===== config.mk =====
export PLATFORM = sky130hd
export DESIGN_NAME = deserializer_with_trigger_data
export DESIGN_NICKNAME = d
export VERILOG_FILES = /design/src/rtl/deserializer_with_trigger_data_pkg.sv /design/src/rtl/deserializer_with_trigger_data_ser.sv /design/src/rtl/deserializer_with_trigger_data.sv
export SDC_FILE = /design/constraint.sdc
export NUM_CORES = 1
export LEC_CHECK = 0
export CAP_MARGIN = 20
export CORE_ASPECT_RATIO = 2
export CORE_MARGIN = 10
export CORE_UTILIZATION = 33
export DETAILED_ROUTE_END_ITERATION = 8
export DONT_BUFFER_PORTS = 1
export GPL_ROUTABILITY_DRIVEN = 0
export PLACE_DENSITY = 0.52
export SKIP_LAST_GASP = 1
export SLEW_MARGIN = 10
export SYNTH_ARGS = -nofsm -noshare
export SYNTH_HDL_FRONTEND = slang
export SYNTH_SLANG_ARGS = --single-unit

===== constraint.sdc =====
create_clock -name bitCK -period 6.37 [get_ports bitCK]
set_clock_uncertainty 0.05 [all_clocks]
set_input_delay 0.3185 -clock bitCK [delete_from_list [all_inputs] [get_ports bitCK]]
set_output_delay 0.3185 -clock bitCK [all_outputs]
set_load 0.05 [all_outputs]

===== src/rtl/deserializer_with_trigger_data_pkg.sv =====
// Shared constants and helpers for the ETROC2 receive-side deserializer.
// Rate encodings, slot lengths and the trigger-size clamp live here.
package deserializer_with_trigger_data_pkg;

   localparam int unsigned DEF_TRIGW  = 16;
   localparam int unsigned DEF_FRAMEW = 40;

   // Rate 2'b1x means 1280 Mb/s; only bit 1 is examined for that case.
   localparam logic [1:0] RATE_320  = 2'b00;
   localparam logic [1:0] RATE_640  = 2'b01;
   localparam logic [1:0] RATE_1280 = 2'b10;

   localparam int unsigned SLOT_320  = 8;
   localparam int unsigned SLOT_640  = 16;
   localparam int unsigned SLOT_1280 = 32;

   // Slot lengths are powers of two, so N-1 doubles as the modulo mask.
   function automatic logic [4:0] slot_mask(input logic [1:0] rate);
      if (rate[1])
         return 5'(SLOT_1280 - 1);
      else if (rate == RATE_640)
         return 5'(SLOT_640 - 1);
      else
         return 5'(SLOT_320 - 1);
   endfunction

   function automatic logic [4:0] clamp_tsize(input logic [4:0] tds,
                                              input logic [4:0] limit,
                                              input logic [4:0] mask);
      logic [4:0] t;
      t = (tds > limit) ? limit : tds;
      if (t > mask)
         t = mask;
      return t;
   endfunction

endpackage


===== src/rtl/deserializer_with_trigger_data_ser.sv =====
// Generic W-bit MSB-first shift capture with bit counter and done strobe.
// o_done/o_word are combinational for the bit being sampled this cycle.
module ser_shift_capture #(
   parameter int unsigned W  = 40,
   parameter int unsigned CW = 6
) (
   input  logic          i_clk,
   input  logic          i_rst_n,
   input  logic          i_en,
   input  logic          i_start,
   input  logic          i_bit,
   input  logic [CW-1:0] i_len,
   output logic          o_done,
   output logic [W-1:0]  o_word
);

   logic [W-1:0]  r_sr;
   logic [CW-1:0] r_cnt;
   logic [W-1:0]  w_base;
   logic [CW-1:0] w_cnt;

   // i_start restarts both register and counter from zero on this same bit.
   always_comb begin
      w_base = i_start ? '0 : r_sr;
      w_cnt  = i_start ? '0 : r_cnt;
      o_word = {w_base[W-2:0], i_bit};
      o_done = i_en && (w_cnt == (i_len - CW'(1)));
   end

   always_ff @(posedge i_clk or negedge i_rst_n) begin
      if (!i_rst_n) begin
         r_sr  <= '0;
         r_cnt <= '0;
      end else if (i_en) begin
         r_sr  <= o_word;
         r_cnt <= o_done ? '0 : (w_cnt + CW'(1));
      end
   end

endmodule


===== src/rtl/deserializer_with_trigger_data.sv =====
// ETROC2 link receiver: splits each slot into trigger field and payload,
// reassembling 40-bit payload frames and a right-justified trigger word.
module deserializer_with_trigger_data
   import deserializer_with_trigger_data_pkg::*;
#(
   parameter int unsigned TRIGW  = DEF_TRIGW,
   parameter int unsigned FRAMEW = DEF_FRAMEW
) (
   input  logic              bitCK,
   input  logic              reset,
   input  logic [1:0]        rate,
   input  logic [4:0]        delay,
   input  logic              sin,
   input  logic [4:0]        trigDataSize,
   output logic [TRIGW-1:0]  trigData,
   output logic              wordTrigClk,
   output logic              word40CK,
   output logic [FRAMEW-1:0] dout
);

   localparam int unsigned PCW = $clog2(FRAMEW + 1);

   logic [4:0]        r_bitcnt;
   logic [4:0]        r_tsize;
   logic [4:0]        w_mask;
   logic [4:0]        w_pos;
   logic [4:0]        w_tnew;
   logic [4:0]        w_tcur;
   logic              w_is_trig;
   logic              w_slot_start;
   logic              w_trig_done;
   logic              w_pay_done;
   logic [TRIGW-1:0]  w_trig_word;
   logic [FRAMEW-1:0] w_pay_word;

   // A new trigger size applies from the pos-0 bit itself, then stays latched.
   always_comb begin
      w_mask       = slot_mask(rate);
      w_pos        = ((r_bitcnt & w_mask) - delay) & w_mask;
      w_slot_start = (w_pos == '0);
      w_tnew       = clamp_tsize(trigDataSize, 5'(TRIGW), w_mask);
      w_tcur       = w_slot_start ? w_tnew :
                     ((r_tsize > w_mask) ? w_mask : r_tsize);
      w_is_trig    = (w_pos < w_tcur);
   end

   ser_shift_capture #(
      .W  (TRIGW),
      .CW (5)
   ) u_trig (
      .i_clk   (bitCK),
      .i_rst_n (reset),
      .i_en    (w_is_trig),
      .i_start (w_slot_start),
      .i_bit   (sin),
      .i_len   (w_tcur),
      .o_done  (w_trig_done),
      .o_word  (w_trig_word)
   );

   ser_shift_capture #(
      .W  (FRAMEW),
      .CW (PCW)
   ) u_pay (
      .i_clk   (bitCK),
      .i_rst_n (reset),
      .i_en    (!w_is_trig),
      .i_start (1'b0),
      .i_bit   (sin),
      .i_len   (PCW'(FRAMEW)),
      .o_done  (w_pay_done),
      .o_word  (w_pay_word)
   );

   always_ff @(posedge bitCK or negedge reset) begin
      if (!reset) begin
         r_bitcnt    <= '0;
         r_tsize     <= '0;
         trigData    <= '0;
         wordTrigClk <= 1'b0;
         word40CK    <= 1'b0;
         dout        <= '0;
      end else begin
         r_bitcnt    <= (r_bitcnt + 5'd1) & w_mask;
         if (w_slot_start)
            r_tsize <= w_tnew;
         wordTrigClk <= w_trig_done;
         word40CK    <= w_pay_done;
         if (w_trig_done)
            trigData <= w_trig_word;
         if (w_pay_done)
            dout <= w_pay_word;
      end
   end

endmodule


-- Word level (Yosys, flattened, before mapping)
Cells that the tools add are included.
- logic and storage cells: 39
- flip-flop bits (word level): 133
- output and inout port bits: 58
- input port bits: 15
- bitwise gates (word level): 3
- multiplexer cells: 10
- reduce and logical (&&, ||, !) cells: 4
- add/sub/neg operators: 5
- equality and inequality tests: 3
- magnitude comparators: 4
- operator list (kind ; count):
    $mux W5 ; 7
    $and A5 B5 Y5 ; 3
    $mux W15 ; 1
    $add A5 B1 Y5 const B ; 2
    $gt A5 B5 Y1 ; 2
    $add A6 B1 Y6 const B ; 1
    $eq A6 B6 Y1 const B ; 1
    $mux W6 ; 1
    $eq A5 B5 Y1 ; 1
    $gt A5 B5 Y1 const B ; 1
    $logic_not A5 Y1 ; 1
    $lt A5 B5 Y1 ; 1
    $sub A5 B1 Y5 const B ; 1
    $sub A5 B5 Y5 ; 1
    $mux W4 ; 1
    $eq A2 B1 Y1 const B ; 1
    $logic_and A1 B1 Y1 ; 2
    $logic_not A1 Y1 ; 1

-- Longest topological paths before layout
Gate-level depths: netlist (run 1).
- depth after elaboration: 12
- gate-level depth with buffers: 21
- gate-level depth less buffers: 19

-- Cells and area by module
Synthesis (run 1) repeated with hierarchy kept, for this count alone.
- cells, all modules: 519
- area total of the unflattened synthesis: 6447.4 µm²
- modules (own cells, without submodules) (module ; cells an instance ; area each (µm²) ; sequential area each (µm²) ; instances):
    deserializer_with_trigger_data ; 227 ; 3079.2 ; 1701.6 ; 1
    ser_shift_capture (u_pay) ; 189 ; 2258.4 ; 1126.1 ; 1
    ser_shift_capture (u_trig) ; 103 ; 1109.8 ; 500.5 ; 1

-- Worst setup path before layout (run 1)
No wires, ideal clock.
- path type: input-to-reg
- from: input rate[0]
- to: register trigData[6]
- setup time: 0.121 ns
- path slack: 1.763 ns
- data arrival time: 4.436 ns
- stages on the path: 19
- buffers on the path: 3
- required time: 6.199 ns
- cells stage by stage: nor2_1 nor2b_1 ha_1 and3b_1 and3_1 or3_1 a21boi_1 clkbuf_1 nor2_1 a32o_1 ha_1 nand3b_2 xnor2_2 xnor2_1 or4_4 a211o_1 buf_6 buf_8 a22o_1
- word-level cells in the longest chain between the ends: 11
- elaborated cells on any way between the ends: 18
- those cells by class: add/sub: 2; order compare: 3; eq/ne: 2; mux: 7; bitwise: 2; reduce/logical: 2
- ends and longest elaborated chain (element ; RTL line ; RTL):
    from (decl) ; deserializer_with_trigger_data.sv:11 ; input logic [1:0] rate,
    $eq A2 B1 Y1 (*) ; deserializer_with_trigger_data_pkg.sv:21 ; else if (rate == RATE_640)
    $mux W4 (*) ; deserializer_with_trigger_data_pkg.sv:21 ;
    $mux W5 (*) ; deserializer_with_trigger_data_pkg.sv:19 ; if (rate[1])
    $and A5 B5 Y5 ; deserializer_with_trigger_data.sv:39 ; w_pos = ((r_bitcnt & w_mask) - delay) & w_mask;
    $sub A5 B5 Y5 ; deserializer_with_trigger_data.sv:39 ;
    $and A5 B5 Y5 ; deserializer_with_trigger_data.sv:39 ;
    $logic_not A5 Y1 ; deserializer_with_trigger_data.sv:40 ; w_slot_start = (w_pos == '0);
    $mux W5 ; deserializer_with_trigger_data.sv:42 ; w_tcur = w_slot_start ? w_tnew :
    $sub A5 B1 Y5 ; deserializer_with_trigger_data_ser.sv:27 ; o_done = i_en && (w_cnt == (i_len - CW'(1)));
    $eq A5 B5 Y1 ; deserializer_with_trigger_data_ser.sv:27 ;
    $logic_and A1 B1 Y1 ; deserializer_with_trigger_data_ser.sv:27 ;
    to (signal assigned) ; deserializer_with_trigger_data.sv:90 ; trigData <= w_trig_word;
    to (decl) ; deserializer_with_trigger_data.sv:15 ; output logic [TRIGW-1:0] trigData,
Every way passes the cells marked *; elsewhere a longest branch is shown, timed or not.
A chain may end at the register's enable or synchronous reset.

-- Final worst setup path (run 1)
- from: register r_bitcnt[0]
- to: register dout[26]
- word-level cells in the longest chain between the ends: 8
- ends and longest elaborated chain (element ; RTL line ; RTL):
    from (decl) ; deserializer_with_trigger_data.sv:23 ; logic [4:0] r_bitcnt;
    from (signal assigned) ; deserializer_with_trigger_data.sv:84 ; r_bitcnt <= (r_bitcnt + 5'd1) & w_mask;
    $and A5 B5 Y5 (*) ; deserializer_with_trigger_data.sv:39 ;
    $sub A5 B5 Y5 (*) ; deserializer_with_trigger_data.sv:39 ;
    $and A5 B5 Y5 (*) ; deserializer_with_trigger_data.sv:39 ;
    $logic_not A5 Y1 ; deserializer_with_trigger_data.sv:40 ;
    $mux W5 ; deserializer_with_trigger_data.sv:42 ;
    $lt A5 B5 Y1 (*) ; deserializer_with_trigger_data.sv:44 ; w_is_trig = (w_pos < w_tcur);
    $logic_not A1 Y1 (*) ; deserializer_with_trigger_data.sv:67 ; .i_en (!w_is_trig),
    $logic_and A1 B1 Y1 (*) ; deserializer_with_trigger_data_ser.sv:27 ;
    to (signal assigned) ; deserializer_with_trigger_data.sv:92 ; dout <= w_pay_word;
    to (decl) ; deserializer_with_trigger_data.sv:18 ; output logic [FRAMEW-1:0] dout
Marks and branches as above.

==> results.txt, run 1 <==
----------------------------------------------------
[Synthesis]
  Largest area contributor in the synthesized netlist ... sky130_fd_sc_hd__dfrtp_1
  Warning count from the yosys run ... 0
  Top post-synthesis cells by count ... sky130_fd_sc_hd__dfrtp_1 (133), sky130_fd_sc_hd__mux2_2 (78), sky130_fd_sc_hd__nand2_1 (26)
  Net count after synthesis ... just over 500
  Number of flops mapped to enable cells by yosys ... 0
  Mean Syn Cell Area ... between 10 and 15 µm²
  Most frequent cell after synthesis ... sky130_fd_sc_hd__dfrtp_1
  Number of distinct library cell variants in the gate-level netlist after synthesis ... 61
  Yosys top cell area share ... 55.3%
  Post-synth top flop ... sky130_fd_sc_hd__dfrtp_1
  Gate count of the mapped netlist ... about 470
  Sequential-to-total area share from yosys stat ... 55.3%
  Cell area after technology mapping ... 6020 µm²
  Async set or reset register ratio after synthesis ... 100%
  Flops & latches, synth ... 133
  Leading post-synthesis cells by cell area ... sky130_fd_sc_hd__dfrtp_1 (55%), sky130_fd_sc_hd__mux2_2 (15%), sky130_fd_sc_hd__ha_1 (3.3%)

[STA]
  Slew at the pin with the worst max-slew slack ... 0.952 ns
  Final period utilization ... between 70% and 80%
  Number of max-slew violations in the final report ... 0
  Worst slew margin relative to its limit ... 36.5%
  Upper clock frequency limit ... between 150 and 200 MHz
  Final number of hold-violating endpoints ... 0
  Final setup slack of the worst path ... 1.30 ns
  Setup repair after global routing missed its margin ... no
  Setup violators final ... 0
  Minimum clock period ... roughly 5 ns
  Total negative slack for setup checks ... 0 ns

[Layout]
  Layout area overhead ... 13.6%
  Fin area ... 6840 µm²
  Fraction of layout cells with a size suffix above 1 ... around a quarter
  Number of diodes ... 0
  Nets@finish ... roughly 510

[CTS]
  Root Driver ... sky130_fd_sc_hd__clkbuf_16
  CTS tree ... done
  Maximum clock insertion buffer count ... 2
  Clock latency at the later pin of the worst-skew pair ... 0.41 ns
  Post-cts gate resize count ... 0
  Level count of the clock H-tree ... 4
  Clock transition at the registers of the reported paths ... 0.06 ns
  Total clock buffers created by CTS ... 17
  Clock tree sinks ... 133

[Critical path]
  Setup crit end kind ... flip-flop
  Maximum cell stage delay along the critical path ... 0.56 ns
  Critical path data required time ... 6.61 ns
  Master of the slowest instance on the critical path ... sky130_fd_sc_hd__inv_2
  Type of origin of the critical path ... flip-flop
  Arrival time of the worst setup path ... about 5.3 ns
  Largest fanout of any net on the critical path ... 27
  Critical path start-end classification ... reg -> reg
  Cell chain of the critical path ... inv_1 -> ha_1 -> inv_1 -> fa_1 -> nand2b_1 -> nor2_1 -> o21ai_1 -> a221oi_1 -> a21o_1 -> ha_1 -> a21oi_1 -> and2_1 -> a31oi_4 -> buf_4 -> nand4_4 -> inv_2 -> mux2_2

[Floorplanning]
  Starting Density ... 33.7%
  Cell Rows ... 69
  Die ar. ... 24400 µm²
  Floorplan die width ... 116 µm
  Core area ... 17900 µm²
  Number of primary I/O pins ... 73
  Die extent in y ... 211 µm

[Pwr]
  Clock group share of total power ... 31.1%
  Seq pwr share ... 43.7%
  Peak VDD IR ... 0.226 mV
  Leakage ... 0.00338 µW
  Cell internal pwr ... 1940 µW
  Switching power of the nets ... 1070 µW
  Combinational cell fraction of total power ... roughly 25%
  PD cells ... 441 nW/µm²
  Net switching share of the total power ... approximately 36%
  Design Power ... 3020 µW

[GRT]
  Pin count of the biggest net entering global routing ... 134
  Vias in the first global route ... 4098
  Antenna violations before repair ... 0
  Wire length of the first global-routing pass ... 22200 µm
  GRT Residual Overflow ... 0
  Tot GR Track Use ... 11.7%

[Drt]
  Number of vias in the routed layout ... 3759
  Total Routed Length ... between 10000 and 15000 µm
  Drt pass-1 iters ... 4
  DRT iter0 DRCs ... 131
  Post-detailed-route count of antenna-violating nets ... 0
  Detailed-route wire length per cell ... 19.4 µm
  Via count normalized by instance count ... 5.33
  # DRC ... 0

[Place]
  Estimated wirelength of the detail-placed design ... a little under 10000 µm
  Quantity of I/O buffers inserted on ports ... 0
  Pre-CTS WS ... ~1.0 ns
  Standard cell area after detailed placement ... between 6000 and 7000 µm²

[Run]
  # Max-Cap Violations ... 0

[Outcome]
  Outcome ... finished clean

[Min path]
  Path category of the worst min-delay check ... in -> reg

----------------------------------------------------
## worst paths after layout
kind / start / end / slack, ns / cells past startpoint
hold / removal: trigDataSize[1] / r_tsize[1] / 0.07 / 2
max in group asynchronous: reset / dout[6] / 5.23 / 2
setup / recovery: r_bitcnt[0] / dout[26] / 1.30 / 17
min in group asynchronous: reset / dout[18] / 0.50 / 2
setup reg to reg: r_bitcnt[0] / dout[26] / 1.30 / 17
hold reg to reg: u_trig.r_sr[13] / u_trig.r_sr[13] / 0.42 / 1
## power by group through the flow
stage	logic (µW)	registers [µW]	clock network (µW)
finish	760	1320	939
global route	850	1340	1010
CTS	772	1320	971
detailed placement	749	1340	0
global placement	736	1330	0
floorplan	623	1270	0
## repair_timing
action	in CTS	in global routing
setup buffers	0	0
endpoints found under the hold margin	137	0
hold buffers	3	0
## sequential cells by signal (all words and copies together) (netlist names)
name	flops
r_bitcnt	5
r_tsize	5
dout	40
u_pay.r_sr	39
u_trig.r_sr	15
u_trig.r_cnt	5
u_pay.r_cnt	6
wordTrigClk	1
word40CK	1
trigData	16
## metrics by stage
stage | hold WS (ns) | cells | util, %
floorplan | -0.0271 | 471 | -
global placement | -0.0219 | 670 | 34.8
detailed placement | -0.0216 | 670 | 34.8
CTS | 0.0477 | 705 | 38.3
global route | 0.0646 | 705 | 38.3
finish | 0.0702 | 705 | 38.3
## routing by layer
| layer | vias to the layer above | global-route usage (%) | routed length, µm |
|---|---|---|---|
| met3 | 27 | 3.90 | 898 |
| li1 | 1733 | - | - |
| met4 | 0 | 6.90 | 482 |
| met5 | - | 0 | 0 |
| met1 | 1915 | 11.2 | 4860 |
| met2 | 84 | 20.9 | 7440 |
## cell type report
cell class	count	area (µm²)
Inverter	12	45.0
Multi-Input combinational cell	308	2550
Sequential cell	133	3330
Clock buffer	19	453
Timing Repair Buffer	7	77.6
Clock inverter	13	123
Tap cell	213	267
Fill cell	1709	11000
## cell families after synthesis
logic type / after synthesis / synth area share [%]
xor+xnor: 15 / 2.31
flops: 133 / 55.3
mux: 84 / 15.6
fa+ha+maj: 17 / 3.66
compound gates: 84 / 10.7
simple gates: 108 / 9.99
buf+inv: 30 / 2.45
## critical path, delay by kind of cell (launching register included)
kind	cells	cell delay [ns]
compound gates	5	1.22
fa+ha+maj	3	0.76
buf+inv	4	1.00
flops	1	0.39
mux	1	0.40
simple gates	4	1.10
## layout by cell type (no fill, tap or decap), types with 5 or more instances in the layout
cell type,synthesis,final
sky130_fd_sc_hd__ha_1,16,16
sky130_fd_sc_hd__nand2_1,26,26
sky130_fd_sc_hd__nand2b_1,5,5
sky130_fd_sc_hd__nor3_1,8,8
sky130_fd_sc_hd__o21ai_0,11,10
sky130_fd_sc_hd__and3_1,17,17
sky130_fd_sc_hd__a21o_1,19,19
sky130_fd_sc_hd__xnor2_1,6,6
sky130_fd_sc_hd__clkbuf_16,0,17
sky130_fd_sc_hd__nor2_1,14,14
sky130_fd_sc_hd__nand3_1,10,10
sky130_fd_sc_hd__a21oi_1,9,9
sky130_fd_sc_hd__xor2_1,8,8
sky130_fd_sc_hd__inv_1,11,11
sky130_fd_sc_hd__a22o_1,15,15
sky130_fd_sc_hd__mux2_2,78,78
sky130_fd_sc_hd__dfrtp_1,133,133
(Power assumes the default switching activity.)
==> run 2: changes to the inputs <==
Settings changed: PLACE_DENSITY 0.52 to 0.53.
Clock period 6.37 ns to 4.3 ns, I/O delays scaled along.
==> run 2 against run 1 <==
- core utilization increased by 2.0 points
- clock-buffer cell count increased by 4
- sequential power increased by 48%
- critical endpoint is now dout[22]
==> results.txt, run 2 (same netlist as run 1, synthesis figures left out) <==
----------------------------------------------------
[Outcome]
  Outcome ... finished clean (unchanged)

[Run]
  # Max-Cap Violations ... 0 (unchanged)

[Layout]
  Layout area overhead ... 19.4% (was 13.6%)
  Number of filler cells placed in the layout ... 1668 (was 1709)
  Number of diodes ... 0 (unchanged)
  Nets@finish ... 538 (was 511)
  Max reg flops ... 40 (unchanged)
  Most common cell after layout, fill and taps aside ... sky130_fd_sc_hd__dfrtp_1 (unchanged)
  Register containing the most flip-flops in the final layout ... dout (unchanged)
  Fraction of layout cells with a size suffix above 1 ... 30.4% (was 25.6%)
  Registers with the most flip-flops ... dout (40), u_pay.r_sr (39), trigData (16) (unchanged)
  Leading cell types in the layout, fill and taps excluded ... sky130_fd_sc_hd__dfrtp_1 (133), sky130_fd_sc_hd__mux2_2 (78), sky130_fd_sc_hd__nand2_1 (26) (unchanged)

[GRT]
  Pin count of the biggest net entering global routing ... 134 (unchanged)
  Tot GR Track Use ... 11.7% (about the same)
  Vias in the first global route ... 4160 (was 4098)
  GRT Residual Overflow ... 0 (unchanged)
  Global routing met3 resource utilization ... 4.69% (was 3.90%)
  Wire length of the first global-routing pass ... 22000 µm (was 22200 µm)
  Fraction of met2 tracks used by global routing ... 21.2% (was 20.9%)
  Grt peak-use layer ... met2 (unchanged)
  Antenna violations before repair ... 0 (unchanged)
  Met1 usage in global routing ... 10.9% (was 11.2%)

[Critical path]
  Type of origin of the critical path ... flip-flop (unchanged)
  Critical Path Source ... r_bitcnt[0] (unchanged)
  Setup crit end kind ... flip-flop (unchanged)
  Critical path start-end classification ... reg -> reg (unchanged)
  Critical path data required time ... 4.54 ns (was 6.61 ns)
  Worst reg2reg path startpoint ... r_bitcnt[0] (unchanged)
  Largest fanout of any net on the critical path ... 21 (was 27)
  Arrival time of the worst setup path ... 4.40 ns (was 5.31 ns)

[STA]
  Final period utilization ... 96.6% (was 79.6%)
  Number of max-slew violations in the final report ... 0 (unchanged)
  Minimum clock period ... 4.15 ns (was 5.07 ns)
  Worst hold slack across all endpoints ... 0.0304 ns (was 0.0702 ns)
  Setup violators final ... 0 (unchanged)
  Upper clock frequency limit ... 241 MHz (was 197 MHz)
  Worst slew margin relative to its limit ... 54.2% (was 36.5%)
  Slew at the pin with the worst max-slew slack ... 0.687 ns (was 0.952 ns)
  Final number of hold-violating endpoints ... 0 (unchanged)

[Drt]
  # DRC ... 0 (unchanged)
  Number of vias in the routed layout ... 3838 (was 3759)
  Post-detailed-route count of antenna-violating nets ... 0 (unchanged)
  Via count normalized by instance count ... 5.24 (was 5.33)
  Detailed-route wire length per cell ... 18.6 µm (was 19.4 µm)
  Total Routed Length ... 13600 µm (was 13700 µm)
  Drt pass-1 iters ... 5 (was 4)
  DRT iter0 DRCs ... 158 (was 131)

[CTS]
  CTS tree ... done (unchanged)
  Level count of the clock H-tree ... 4 (unchanged)
  Maximum clock insertion buffer count ... 2 (unchanged)
  Total clock buffers created by CTS ... 17 (unchanged)
  Clock latency at the later pin of the worst-skew pair ... 0.41 ns (about the same)
  Clock transition at the registers of the reported paths ... 0.06 ns (about the same)
  Root Driver ... sky130_fd_sc_hd__clkbuf_16 (unchanged)
  Clock tree sinks ... 133 (unchanged)

[Pwr]
  Design Power ... 4560 µW (was 3020 µW)
  PD cells ... 635 nW/µm² (was 441 nW/µm²)
  Leakage ... 0.00355 µW (was 0.00338 µW)
  Peak VDD IR ... 0.351 mV (was 0.226 mV)

[Floorplanning]
  Die extent in y ... 211 µm (unchanged)
  Number of primary I/O pins ... 73 (unchanged)
  Die ar. ... 24400 µm² (unchanged)
  Starting Density ... 33.7% (unchanged)
  Floorplan die width ... 116 µm (unchanged)
  Core area ... 17900 µm² (unchanged)
  Cell Rows ... 69 (unchanged)

[Min path]
  Path category of the worst min-delay check ... in -> reg (unchanged)
  Startpoint of the tightest hold check path ... rate[1] (was trigDataSize[1])

[Place]
  Quantity of I/O buffers inserted on ports ... 0 (unchanged)
  Estimated wirelength of the detail-placed design ... 9850 µm (was 9650 µm)

----------------------------------------------------
[run 2: cell count changes in the layout (fill, tap and decap cells not counted), moves of 2 or more]
cell                            before  now
sky130_fd_sc_hd__clkinv_2            3    1
sky130_fd_sc_hd__clkbuf_1            0    3
sky130_fd_sc_hd__buf_12              0    5
sky130_fd_sc_hd__buf_4               4   22
sky130_fd_sc_hd__nor2_1             14   12
sky130_fd_sc_hd__dlygate4sd3_1       2    6
[run 2: final cells by class]
class                   count  area (µm²)  area share (%)
repair buffers             34         353            4.91
clock inverters             9        93.8            1.31
clock buffers              23         478            6.65
well taps                 213         267            3.71
flip-flops and latches    133        3330            46.3
inverters                  12        45.0           0.627
multi-input cells         308        2630            36.5
[run 2: power by group]
part | total [µW] | switching, µW | internal (µW)
clock | 1380 | 535 | 847
combinational | 1230 | 612 | 613
sequential | 1960 | 439 | 1520
total | 4560 | 1590 | 2980
[run 2: path summary, 6_finish.rpt]
kind	slack, ns	endpoint	cells past startpoint
max	0.15	dout[22]	20
min	0.03	r_bitcnt[4]	2
max reg2reg	0.15	dout[22]	20
min reg2reg	0.42	u_trig.r_sr[13]	1
max in group asynchronous	3.27	u_trig.r_sr[6]	2
min in group asynchronous	0.37	dout[25]	2
[run 2: through the flow]
step / TNS [ns] / instance area, µm² / util [%] / setup slack, ns / instances
6_report: 0 / 7190 / 40.2 / 0.146 / 732
3_3_place_gp: -0.727 / 6440 / 36.1 / -0.0661 / 691
5_1_grt: -0.0208 / 7190 / 40.2 / -0.00495 / 732
2_1_floorplan: 0 / 6030 / - / 0.0482 / 471
4_1_cts: -0.0323 / 7130 / 39.9 / -0.0113 / 730
3_5_place_dp: -0.554 / 6440 / 36.1 / -0.0680 / 691
[run 2: timing repair]
action                     4_1_cts  5_1_grt
setup endpoints to repair       14       92
pin swaps                        0        3
setup buffers                    0        2
hold endpoints to repair       139        0
cloned                           0        0
hold buffers                     7        0
resized for setup                4       10
[run 2: metal layers]
metal / wire, µm / vias to the layer above
met5: 0 / -
met4: 352 / 0
met3: 892 / 19
met2: 7570 / 90
met1: 4770 / 1938
li1: - / 1791
[run 2: critical path: stages (launching register included)]
cell and delay (ns):
sky130_fd_sc_hd__dfrtp_1 0.39, sky130_fd_sc_hd__inv_1 0.08, sky130_fd_sc_hd__ha_1 0.17, sky130_fd_sc_hd__inv_1 0.06, sky130_fd_sc_hd__fa_2 0.37, sky130_fd_sc_hd__nand3_1 0.10
sky130_fd_sc_hd__a21oi_1 0.11, sky130_fd_sc_hd__o22a_1 0.26, sky130_fd_sc_hd__o21ai_4 0.19, sky130_fd_sc_hd__buf_4 0.21, sky130_fd_sc_hd__a221oi_1 0.08, sky130_fd_sc_hd__a21o_1 0.22
sky130_fd_sc_hd__ha_1 0.30, sky130_fd_sc_hd__nand4_1 0.08, sky130_fd_sc_hd__and2_1 0.19, sky130_fd_sc_hd__a31oi_4 0.24, sky130_fd_sc_hd__buf_12 0.15, sky130_fd_sc_hd__nand4_4 0.11
sky130_fd_sc_hd__inv_2 0.11, sky130_fd_sc_hd__buf_12 0.17, sky130_fd_sc_hd__mux2_2 0.35
